`config.mk`:
```
export PLATFORM = sky130hd
export DESIGN_NAME = ex_operand_stage
export DESIGN_NICKNAME = d
export VERILOG_FILES = /design/src/rtl/cpu_pkg.sv /design/src/rtl/ex_operand_stage_fwd_select.sv /design/src/rtl/ex_operand_stage.sv
export SDC_FILE = /design/constraint.sdc
export NUM_CORES = 1
export LEC_CHECK = 0
export CORE_UTILIZATION = 50
export DETAILED_ROUTE_END_ITERATION = 12
export PLACE_DENSITY = 0.95
export SYNTH_ARGS = -nofsm -noshare
export SYNTH_HDL_FRONTEND = slang
export SYNTH_HIERARCHICAL = 1
export SYNTH_SLANG_ARGS = --single-unit
```
`constraint.sdc`:
```
create_clock -name clock -period 5.3 [get_ports clock]
set_input_delay 1.06 -clock clock [delete_from_list [all_inputs] [get_ports clock]]
set_output_delay 1.06 -clock clock [all_outputs]
set_load 0.01 [all_outputs]
```
`src/rtl/cpu_pkg.sv`:
```
// Shared CPU constants: datapath widths, ALU select codes and the values
// that make up a pipeline bubble.
package cpu_pkg;

  localparam int XLEN  = 32;
  localparam int RA_W  = 5;
  localparam int SEL_W = 4;

  localparam logic [SEL_W-1:0] ALU_ADD  = 4'd0;
  localparam logic [SEL_W-1:0] ALU_SUB  = 4'd1;
  localparam logic [SEL_W-1:0] ALU_SRL  = 4'd2;
  localparam logic [SEL_W-1:0] ALU_SLL  = 4'd3;
  localparam logic [SEL_W-1:0] ALU_XOR  = 4'd4;
  localparam logic [SEL_W-1:0] ALU_OR   = 4'd5;
  localparam logic [SEL_W-1:0] ALU_AND  = 4'd6;
  localparam logic [SEL_W-1:0] ALU_SLT  = 4'd7;
  localparam logic [SEL_W-1:0] ALU_SLTU = 4'd8;
  localparam logic [SEL_W-1:0] ALU_SRA  = 4'd9;

  // A bubble carries an add select and no side effects.
  localparam logic [SEL_W-1:0] NOP_ALU_SEL = ALU_ADD;
  localparam logic             NOP_VALID   = 1'b0;
  localparam logic             NOP_REG_WEN = 1'b0;
  localparam logic             NOP_IS_LOAD = 1'b0;

  // True when a later stage will write register rs with a usable value.
  // x0 is hard-wired to zero, so it never matches.
  function automatic logic wb_hit(input logic valid, input logic wen,
                                  input logic [RA_W-1:0] rd,
                                  input logic [RA_W-1:0] rs);
    return valid & wen & (rd != '0) & (rd == rs);
  endfunction

endpackage

```
`src/rtl/ex_operand_stage_fwd_select.sv`:
```
// Three-way priority forwarding mux for one ALU source register.
// The younger EX/MEM result wins over MEM/WB; otherwise the value captured
// into the EX register is used.
module fwd_select
  import cpu_pkg::*;
(
  input  logic [RA_W-1:0] rs,
  input  logic [XLEN-1:0] reg_val,
  input  logic            m_valid,
  input  logic            m_reg_wen,
  input  logic [RA_W-1:0] m_rd,
  input  logic [XLEN-1:0] m_result,
  input  logic            w_valid,
  input  logic            w_reg_wen,
  input  logic [RA_W-1:0] w_rd,
  input  logic [XLEN-1:0] w_data,
  output logic [XLEN-1:0] value
);

  // Pick the freshest in-flight value for rs.
  always_comb begin
    value = reg_val;
    if (wb_hit(m_valid, m_reg_wen, m_rd, rs)) begin
      value = m_result;
    end else if (wb_hit(w_valid, w_reg_wen, w_rd, rs)) begin
      value = w_data;
    end
  end

endmodule

```
`src/rtl/ex_operand_stage.sv`:
```
// ID/EX pipeline register with execute-stage operand forwarding, load-use
// bubble insertion, branch flush and downstream hold. Drives the ALU inputs.
module ex_operand_stage
  import cpu_pkg::*;
(
  input  logic              clock,
  input  logic              reset,
  input  logic              d_valid,
  input  logic [XLEN-1:0]   d_pc,
  input  logic [XLEN-1:0]   d_rs1_data,
  input  logic [XLEN-1:0]   d_rs2_data,
  input  logic [XLEN-1:0]   d_imm,
  input  logic [RA_W-1:0]   d_rs1,
  input  logic [RA_W-1:0]   d_rs2,
  input  logic [RA_W-1:0]   d_rd,
  input  logic [SEL_W-1:0]  d_alu_sel,
  input  logic              d_asel,
  input  logic              d_bsel,
  input  logic              d_reg_wen,
  input  logic              d_is_load,
  input  logic              m_valid,
  input  logic              m_reg_wen,
  input  logic [RA_W-1:0]   m_rd,
  input  logic [XLEN-1:0]   m_result,
  input  logic              w_valid,
  input  logic              w_reg_wen,
  input  logic [RA_W-1:0]   w_rd,
  input  logic [XLEN-1:0]   w_data,
  input  logic              flush,
  input  logic              hold,
  output logic              stall_d,
  output logic [XLEN-1:0]   mux1,
  output logic [XLEN-1:0]   mux2,
  output logic [SEL_W-1:0]  alu_sel,
  output logic              e_valid,
  output logic [XLEN-1:0]   e_pc,
  output logic [XLEN-1:0]   e_store_data,
  output logic [RA_W-1:0]   e_rd,
  output logic              e_reg_wen,
  output logic              e_is_load
);

  logic [XLEN-1:0] e_imm;
  logic [XLEN-1:0] e_rs1_val;
  logic [XLEN-1:0] e_rs2_val;
  logic [RA_W-1:0] e_rs1;
  logic [RA_W-1:0] e_rs2;
  logic            e_asel;
  logic            e_bsel;
  logic            e_wen_q;
  logic            e_load_q;

  logic            load_use;
  logic [XLEN-1:0] cap_rs1;
  logic [XLEN-1:0] cap_rs2;
  logic [XLEN-1:0] fwd_rs1;
  logic [XLEN-1:0] fwd_rs2;

  // A load in EX cannot feed a dependent instruction in decode; rs2 is
  // compared even when the immediate is selected, to keep the check simple.
  assign load_use = e_valid & e_load_q & (e_rd != '0) & d_valid &
                    ((d_rs1 == e_rd) | (d_rs2 == e_rd));
  assign stall_d  = load_use | hold;

  // Writeback happening this cycle has not reached the register file read.
  assign cap_rs1 = wb_hit(w_valid, w_reg_wen, w_rd, d_rs1) ? w_data : d_rs1_data;
  assign cap_rs2 = wb_hit(w_valid, w_reg_wen, w_rd, d_rs2) ? w_data : d_rs2_data;

  // EX register: reset, then flush, hold, load-use bubble, normal capture.
  always_ff @(posedge clock) begin
    if (!reset) begin
      e_valid   <= 1'b0;
      e_pc      <= '0;
      e_imm     <= '0;
      e_rs1_val <= '0;
      e_rs2_val <= '0;
      e_rs1     <= '0;
      e_rs2     <= '0;
      e_rd      <= '0;
      alu_sel   <= '0;
      e_asel    <= 1'b0;
      e_bsel    <= 1'b0;
      e_wen_q   <= 1'b0;
      e_load_q  <= 1'b0;
    end else if (flush || (!hold && load_use)) begin
      e_valid   <= NOP_VALID;
      alu_sel   <= NOP_ALU_SEL;
      e_wen_q   <= NOP_REG_WEN;
      e_load_q  <= NOP_IS_LOAD;
    end else if (!hold) begin
      e_valid   <= d_valid;
      e_pc      <= d_pc;
      e_imm     <= d_imm;
      e_rs1_val <= cap_rs1;
      e_rs2_val <= cap_rs2;
      e_rs1     <= d_rs1;
      e_rs2     <= d_rs2;
      e_rd      <= d_rd;
      alu_sel   <= d_alu_sel;
      e_asel    <= d_asel;
      e_bsel    <= d_bsel;
      e_wen_q   <= d_reg_wen;
      e_load_q  <= d_is_load;
    end
  end

  fwd_select u_fwd_rs1 (
    .rs(e_rs1), .reg_val(e_rs1_val),
    .m_valid(m_valid), .m_reg_wen(m_reg_wen), .m_rd(m_rd), .m_result(m_result),
    .w_valid(w_valid), .w_reg_wen(w_reg_wen), .w_rd(w_rd), .w_data(w_data),
    .value(fwd_rs1)
  );

  fwd_select u_fwd_rs2 (
    .rs(e_rs2), .reg_val(e_rs2_val),
    .m_valid(m_valid), .m_reg_wen(m_reg_wen), .m_rd(m_rd), .m_result(m_result),
    .w_valid(w_valid), .w_reg_wen(w_reg_wen), .w_rd(w_rd), .w_data(w_data),
    .value(fwd_rs2)
  );

  assign mux1         = e_asel ? e_pc  : fwd_rs1;
  assign mux2         = e_bsel ? e_imm : fwd_rs2;
  assign e_store_data = fwd_rs2;
  assign e_reg_wen    = e_wen_q & e_valid;
  assign e_is_load    = e_load_q & e_valid;

endmodule
```
# [Word-level counts from Yosys, hierarchy flattened]
# Index checks and enable logic that the tools add are counted.
[totals] n_memories=0 wordCells=57 inputBits=234 mem_bits_rw=0 mem_bits_ro=0 latch_bits=0 register_bits=152
[op_classes] n_reduce_logical=8 n_bitwise=20 n_eq_ne=8 add_sub_neg=0 multipliers=0 div_mod_pow=0 n_lt_le_gt_ge=0 muxes=8 n_shift=0
[ops] cell="32-bit two-way mux" count=8
[ops] cell="5-bit == test" count=8
[ops] cell="1-bit bitwise AND" count=15
[ops] cell="5-bit nonzero test" count=3
[ops] cell="1-bit inverter" count=3
[ops] cell="1-bit bitwise OR" count=2
[ops] cell="2-bit AND reduction" count=1
[ops] cell="2-bit OR reduction" count=1
[ops] cell="1-bit logical AND" count=1
[ops] cell="1-bit logical NOT" count=1
[ops] cell="1-bit logical OR" count=1

# [Depth between registers and ports, before layout]
# Gate-level depths: netlist of the first run.
[depth] ltp_word=8 depth_mapped=8 depth_no_buf=5

# [By module]
# The synthesis of the first run kept the hierarchy.
[modules_own_cells] module="ex_operand_stage" area_each_um2=8092.8 cells_per_inst=928 seq_area_each_um2=3042.9 n_inst=1
[modules_own_cells] module="fwd_select" area_each_um2=1383.8 cells_per_inst=183 seq_area_each_um2=0.0 n_inst=2

# [Least setup slack after synthesis of the first run]
# No wires, ideal clock.
[synth_path] kind="input-to-output" startpoint="input port m_rd[0]" endpoint="output port mux2[0]" slack_ns=1.622 stages=7 n_path_buf=2 required_time_ns=4.240 t_arrival_ns=2.618 cell_sequence="or4_4 > a21oi_2 > or3_1 > buf_6 > buf_12 > a31oi_2 > mux2_2"
[synth_between] elab_chain_cells=5 elab_cells_between_ends=6 classes_between="eq/ne (1); mux (2); bitwise (2); reduce/logical (1)"
[synth_lines] item="start, declared" line="ex_operand_stage.sv:23" source="input logic [RA_W-1:0] m_rd,"
[synth_lines] item="5-bit nonzero test" line="cpu_pkg.sv:31" source="return valid & wen & (rd != '0) & (rd == rs);"
[synth_lines] item="1-bit bitwise AND" line="cpu_pkg.sv:31"
[synth_lines] item="1-bit bitwise AND *" line="cpu_pkg.sv:31"
[synth_lines] item="32-bit two-way mux *" line="ex_operand_stage_fwd_select.sv:23" source="if (wb_hit(m_valid, m_reg_wen, m_rd, rs)) begin"
[synth_lines] item="net e_store_data[0]" line="ex_operand_stage.sv:37" source="output logic [XLEN-1:0] e_store_data,"
[synth_lines] item="32-bit two-way mux *" line="ex_operand_stage.sv:122" source="assign mux2 = e_bsel ? e_imm : fwd_rs2;"
[synth_lines] item="end, declared" line="ex_operand_stage.sv:33" source="output logic [XLEN-1:0] mux2,"
# Mark *: on every way through the listed nets, which the timed path passes. The rest lies on a longest branch.

# [Worst setup path in the final report of the first run]
[layout_path] startpoint="input port w_rd[2]" endpoint="output port mux1[1]"
[layout_between] elab_chain_cells=6 elab_cells_between_ends=7 classes_between="eq/ne (1); mux (3); bitwise (2); reduce/logical (1)"
[layout_lines] item="start, declared" line="ex_operand_stage.sv:27" source="input logic [RA_W-1:0] w_rd,"
[layout_lines] item="5-bit nonzero test" line="cpu_pkg.sv:31"
[layout_lines] item="1-bit bitwise AND" line="cpu_pkg.sv:31"
[layout_lines] item="1-bit bitwise AND *" line="cpu_pkg.sv:31"
[layout_lines] item="32-bit two-way mux *" line="ex_operand_stage_fwd_select.sv:25" source="end else if (wb_hit(w_valid, w_reg_wen, w_rd, rs)) begin"
[layout_lines] item="32-bit two-way mux *" line="ex_operand_stage_fwd_select.sv:23"
[layout_lines] item="net fwd_rs1[1]" line="ex_operand_stage.sv:56" source="logic [XLEN-1:0] fwd_rs1;"
[layout_lines] item="32-bit two-way mux *" line="ex_operand_stage.sv:121" source="assign mux1 = e_asel ? e_pc : fwd_rs1;"
[layout_lines] item="end, declared" line="ex_operand_stage.sv:32" source="output logic [XLEN-1:0] mux1,"
# Marks and branches as above.

==> results of run 1 <==
cell usage in the layout, fill, tap and decap left out, types with 3 or more instances in the layout:
| cell | instances |
|---|---|
| a21boi_0 | 64 |
| a21oi_1 | 7 |
| a31oi_1 | 4 |
| a31oi_2 | 60 |
| and3_1 | 64 |
| buf_12 | 6 |
| buf_4 | 33 |
| clkbuf_16 | 17 |
| clkdlybuf4s50_1 | 373 |
| clkinvlp_4 | 4 |
| dfxtp_1 | 150 |
| diode_2 | 3 |
| inv_1 | 3 |
| inv_6 | 3 |
| mux2_2 | 64 |
| mux2i_1 | 145 |
| nand2_1 | 236 |
| nand4_1 | 64 |
| nor2_1 | 3 |
| nor2b_1 | 7 |
| nor4_1 | 65 |
| o21ai_0 | 27 |
| o21ai_1 | 44 |
| o21ai_4 | 3 |
| o31ai_1 | 64 |
| or4_4 | 3 |
| xnor2_1 | 8 |
| xor2_1 | 28 |
worst max-delay path: stages:
cell	delay (ns)
clkdlybuf4s50_1	0.51
xnor2_1	0.37
o2111ai_4	0.49
buf_4	0.37
o31ai_1	0.41
a31oi_2	0.17
mux2_2	0.28
clkdlybuf4s50_1	0.49
final cells by class:
| type | count | area share, % |
|---|---|---|
| antenna | 3 | 0.0489 |
| inverter | 5 | 0.122 |
| tap | 275 | 2.24 |
| multi-input combinational | 992 | 47.1 |
| timing repair buffer | 413 | 26.8 |
| clock inverter | 12 | 0.921 |
| clock buffer | 20 | 2.91 |
| sequential | 152 | 19.8 |
report_power, final:
group          internal (mW)  switching (mW)  total, mW  leakage [nW]
Combinational          0.447           0.445      0.892          4.55
Sequential              1.20          0.0536       1.26          1.24
Clock                  0.715           0.542       1.26         0.276
flip-flops by register name, summed over array words and instances, names as in the netlist:
| signal | flops |
|---|---|
| e_valid | 1 |
| e_rs2_val | 32 |
| e_load_q | 1 |
| e_wen_q | 1 |
| e_bsel | 1 |
| e_imm | 32 |
| alu_sel | 4 |
| e_rd | 5 |
| e_rs1_val | 32 |
| e_asel | 1 |
| e_rs2 | 5 |
| e_rs1 | 5 |
| e_pc | 32 |
cell families after synthesis:
logic type,share of synthesized area [%]
buffers and inverters,6.89
xor gates and xnor gates,2.90
and+or+nand+nor,21.1
DFF,28.0
AOI/OAI and AO/OA,21.1
muxes,20.0
per-stage QoR:
stage	util (%)	setup WS, ns
floorplan	-	1.62
global placement	69.7	0.225
detailed placement	69.7	0.0795
CTS	72.5	0.0644
global route	72.5	0.0282
finish	72.6	0.0870
repair_timing:
action / CTS / global route
endpoints found under the setup margin: 0 / 10
gates resized for setup: 0 / 2
buffers inserted: 0 / 0
layer usage:
layer	track usage, %	up-vias	share of wire, %
met5	0	-	0
met4	22.6	0	5.4
met3	7.95	184	9.8
met2	61.7	812	48
met1	41.9	5609	37
li1	-	5354	-
how the worst max path moves through the flow:
stage                       start  endpoint  slack, ns  cells past startpoint
after floorplan           m_rd[0]   mux2[0]       1.62                      7
after CTS                 w_rd[2]   mux2[7]       0.06                      8
final                     w_rd[2]   mux1[1]       0.09                      8
after global routing      w_rd[2]  mux2[17]       0.03                      8
after global placement    w_rd[2]   mux2[2]       0.22                      8
after detailed placement  w_rd[2]   mux2[1]       0.08                      8
==> impl_metrics.toml, run 1 <==
[global_route]
grt_pass1_wl_um = 63200
grt_max_degree = 138
grtUsageTotal_pct = 36.5
overflow = 0
first_global_vias = 11694
antenna_found_initial = 4

[synth]
synth_area_um2 = 10900
synth_cells = 1294
synth_top_area_cell = "dfxtp_1"
synth_most_common_cell = "nand2_1"
async_reset_ff_share_pct = 0
synth_top_area_share_pct = 28.0
synth_top_cells_by_area = "dfxtp_1, mux2i_1, nand2_1"
synth_ff_type = "dfxtp_1"
synth-edff-count = 0
synth-seq-area-share_pct = 28.0
synth.distinct_cells = 40
synthTopCellsByCount = "nand2_1, dfxtp_1, mux2i_1"
syn_nets = 1528
yosys_warnings = 6
syn_area_per_cell_um2 = 8.39
synth-seq-cells = 152

[clock_network]
cts-buffers-inserted = 17
path_clk_slew_ns = 0.07
ctsHtreeMaxLevel = 4
cts_tree = "done"
cts-root-buf = "clkbuf_16"
clockBufferDepth = 2
clkSinkCount = 152
insertion_delay_ns = 0.43
cts_hold_buf = 0

[floorplan]
coreArea_um2 = 21200
io_pins = 375
die_area_um2 = 22300
initial_core_util_pct = 51.3
die_y_um = 149
rows = 53
fp.dieW_um = 149

[route]
ant_nets = 0
routedWlPerCell_um = 22.5
first_pass_iters = 6
vias = 11959
wirelength_um = 42100
drt_iter0_drc = 1203
detail_route.vias_per_cell = 6.39
drc = 0

[sta]
fin_crit_ns = 5.21
hold_slack_ns = 0.453
worst_pin_slew_ns = 1.01
fin_setup_tns_ns = 0
period_share_pct = 98.4
slew_viol_final = 0
finalSetupViolations = 0
relSlewSlack_pct = 32.5
rsz0062_at_grt = "false"
final_hold_viol_count = 0
skew_ns = 0.0121
fmax_mhz = 192

[power_and_ir_drop]
total_power_mw = 3.40
power.density_nw_per_um2 = 222
ir_drop_uv = 192
p_leak_nw = 6.07

[layout]
final_cell_count_no_fill = 1872
multi_input_area_um2 = 7230
finalInstanceArea_um2 = 15300
area_growth_pct = 41.3
seq_area_um2 = 3050
fillCellCount = 1474
drive_gt1_share_pct = 13.9
nets = 1815

[setup_path]
r2r-start = "e_rd[4]"
r2r_end = "e_rs1_val[18]"
arrival_ns = 4.15
cp_max_fo = 22
critPathCaptureType = "primary output"
criticalPathCategory = "in2out"
startpoint_type = "input pin"
reg2reg_slack_ns = 2.99
cp.required_ns = 4.24
reg2reg_depth = 6

[min_path]
hp-start = "e_load_q"
hold_class = "reg2reg"
min_delay_path_depth = 2
hold-path-endpoint = "e_load_q"

[place]
hpwlAfterDp_um = 29000
place_area_um2 = 14700
portBuffers = 374
place.gp.congestion = 0.943
numPlacedInstances = 1837

[flow_run]
cap_viol_max_count = 0

[outcome]
status = "completed"
Note: power is estimated with default switching activity, not from simulation.
==> inputs of run 2 (changes only) <==
Settings changed: CORE_ASPECT_RATIO from default to 1.1.
==> impl_metrics.toml, run 2 (synthesis gave the netlist of run 1 again) <==
[setup_path]
critPathCaptureType = "primary output"
reg2reg_depth = 6
criticalPathCategory = "in2out"
r2r-start = "e_rd[4]"
crit_buf_inv = 3
reg2reg_slack_ns = 2.76
arrival_ns = 4.13
startpoint_type = "input pin"
cp_top_family = "buffers and inverters"
r2r_end = "e_imm[28]"
crit_path_frequent_cell = "clkdlybuf4s50_1"
cp_max_fo = 20
crit_chain = "clkdlybuf4s50_1 > xnor2_1 > o2111ai_4 > buf_4 > o31ai_1 > a31oi_2 > mux2_2 > clkdlybuf4s50_1"
cp.required_ns = 4.24
slowest_delay_ns = 0.62
slowest_stage = "clkdlybuf4s50_1"

[route]
first_pass_iters = 8
routedWlPerCell_um = 22.9
ant_nets = 0
detail_route.vias_per_cell = 6.44
vias = 12129
drt_iter0_drc = 1355
wirelength_um = 43100
drc = 0

[sta]
hold_slack_ns = 0.460
fin_crit_ns = 5.19
skew_ns = 0.0167
fin_setup_tns_ns = 0
rsz0062_at_grt = "false"
finalSetupViolations = 0
relSlewSlack_pct = 32.4
setup_ws_ns = 0.110
fmax_mhz = 193
final_hold_viol_count = 0
worst_pin_slew_ns = 1.01
period_share_pct = 97.9
slew_viol_final = 0

[floorplan]
die_area_um2 = 22300
rows = 56
die_y_um = 157
fp.dieW_um = 143
initial_core_util_pct = 51.0
coreArea_um2 = 21300
io_pins = 375

[layout]
fillCellCount = 1557
drive_gt1_share_pct = 13.8
final_cell_mix = "clkdlybuf4s50_1, nand2_1, dfxtp_1"
final_common_cell = "clkdlybuf4s50_1"
area_growth_pct = 41.8
nets = 1813
finalInstanceArea_um2 = 15400

[min_path]
hold_class = "reg2reg"
hp-start = "e_imm[26]"
hold-path-endpoint = "e_imm[26]"
min_delay_path_depth = 2

[clock_network]
clockBufferDepth = 2
insertion_delay_ns = 0.45
path_clk_slew_ns = 0.06
cts_hold_buf = 0
cts-root-buf = "clkbuf_16"
ctsHtreeMaxLevel = 4
clkSinkCount = 152
cts_tree = "done"
post_cts_buffers = 0
cts-buffers-inserted = 17
cts-resized-gates = 0

[outcome]
status = "completed"

[global_route]
grt_pass1_wl_um = 64200
grtUsageTotal_pct = 37.6
antenna_found_initial = 4
overflow = 0
grt_max_degree = 161
first_global_vias = 11941

[power_and_ir_drop]
power.density_nw_per_um2 = 227
ir_drop_uv = 216
p_leak_nw = 6.09

[place]
hpwlAfterDp_um = 29200
portBuffers = 374
preCtsSetupSlack_ns = 0.295
place_area_um2 = 14800
place.gp.congestion = 0.895

[flow_run]
cap_viol_max_count = 0
-- run 2: cell count changes in the layout (fill, tap and decap cells not counted), sizes merged --
cell,delta
clkinvlp,-2
bufinv,+2
clkbuf,-3
buf,-2
inv,+1
diode,+1
-- run 2: final cells by class --
type / count / area, um2 / area share (%)
clock buffers: 17 / 425 / 2.76
clock inverters: 13 / 193 / 1.25
well taps: 290 / 363 / 2.36
flip-flops and latches: 152 / 3050 / 19.8
diodes: 4 / 10.0 / 0.0650
multi-input cells: 992 / 7220 / 46.9
repair buffers: 411 / 4130 / 26.8
inverters: 5 / 18.8 / 0.122
-- run 2: worst max-delay path by stage --
stage	end	cells after the start	slack [ns]	startpoint
after floorplan	mux2[0]	7	1.62	m_rd[0]
after global placement	mux2[31]	8	0.36	m_rd[1]
after detailed placement	mux2[11]	8	0.30	w_rd[2]
after CTS	mux2[11]	8	0.23	w_rd[2]
after global routing	mux2[11]	8	0.03	w_rd[2]
final	mux2[11]	8	0.11	w_rd[2]
-- run 2: where the power goes --
group	switching [mW]	internal (mW)	leakage (nW)	total, mW
clock	0.551	0.791	0.297	1.34
sequential	0.0540	1.20	1.24	1.26
combinational	0.452	0.448	4.55	0.899
total	1.06	2.44	6.09	3.50
-- run 2: layer usage --
metal  wire length, um  vias up  track usage (%)
met2             20500      862             63.5
li1                  -     5354                -
met4              2800        2             26.3
met3              4390      238             9.98
met1             15400     5673             41.0
met5                13        -                0
-- run 2: tightest hold or removal path: stages (launching register included) --
cell	delay, ns
dfxtp_1	0.31
nand2_1	0.05
mux2i_1	0.05
-- run 2: metrics by stage --
stage               power (mW)  util [%]  std cells
detailed placement        2.15      69.3       1850
global placement          2.12      69.3       1850
finish                    3.50      72.3       1884
global route              3.59      72.3       1883
CTS                       3.48      72.2       1880
floorplan                 1.68         -       1294
==> inputs of run 3 (changes only) <==
Settings changed: CTS_CLUSTER_SIZE from default to 40.
==> results of run 3 <==
Final layout, timing and power as in run 2 (identical DEF).
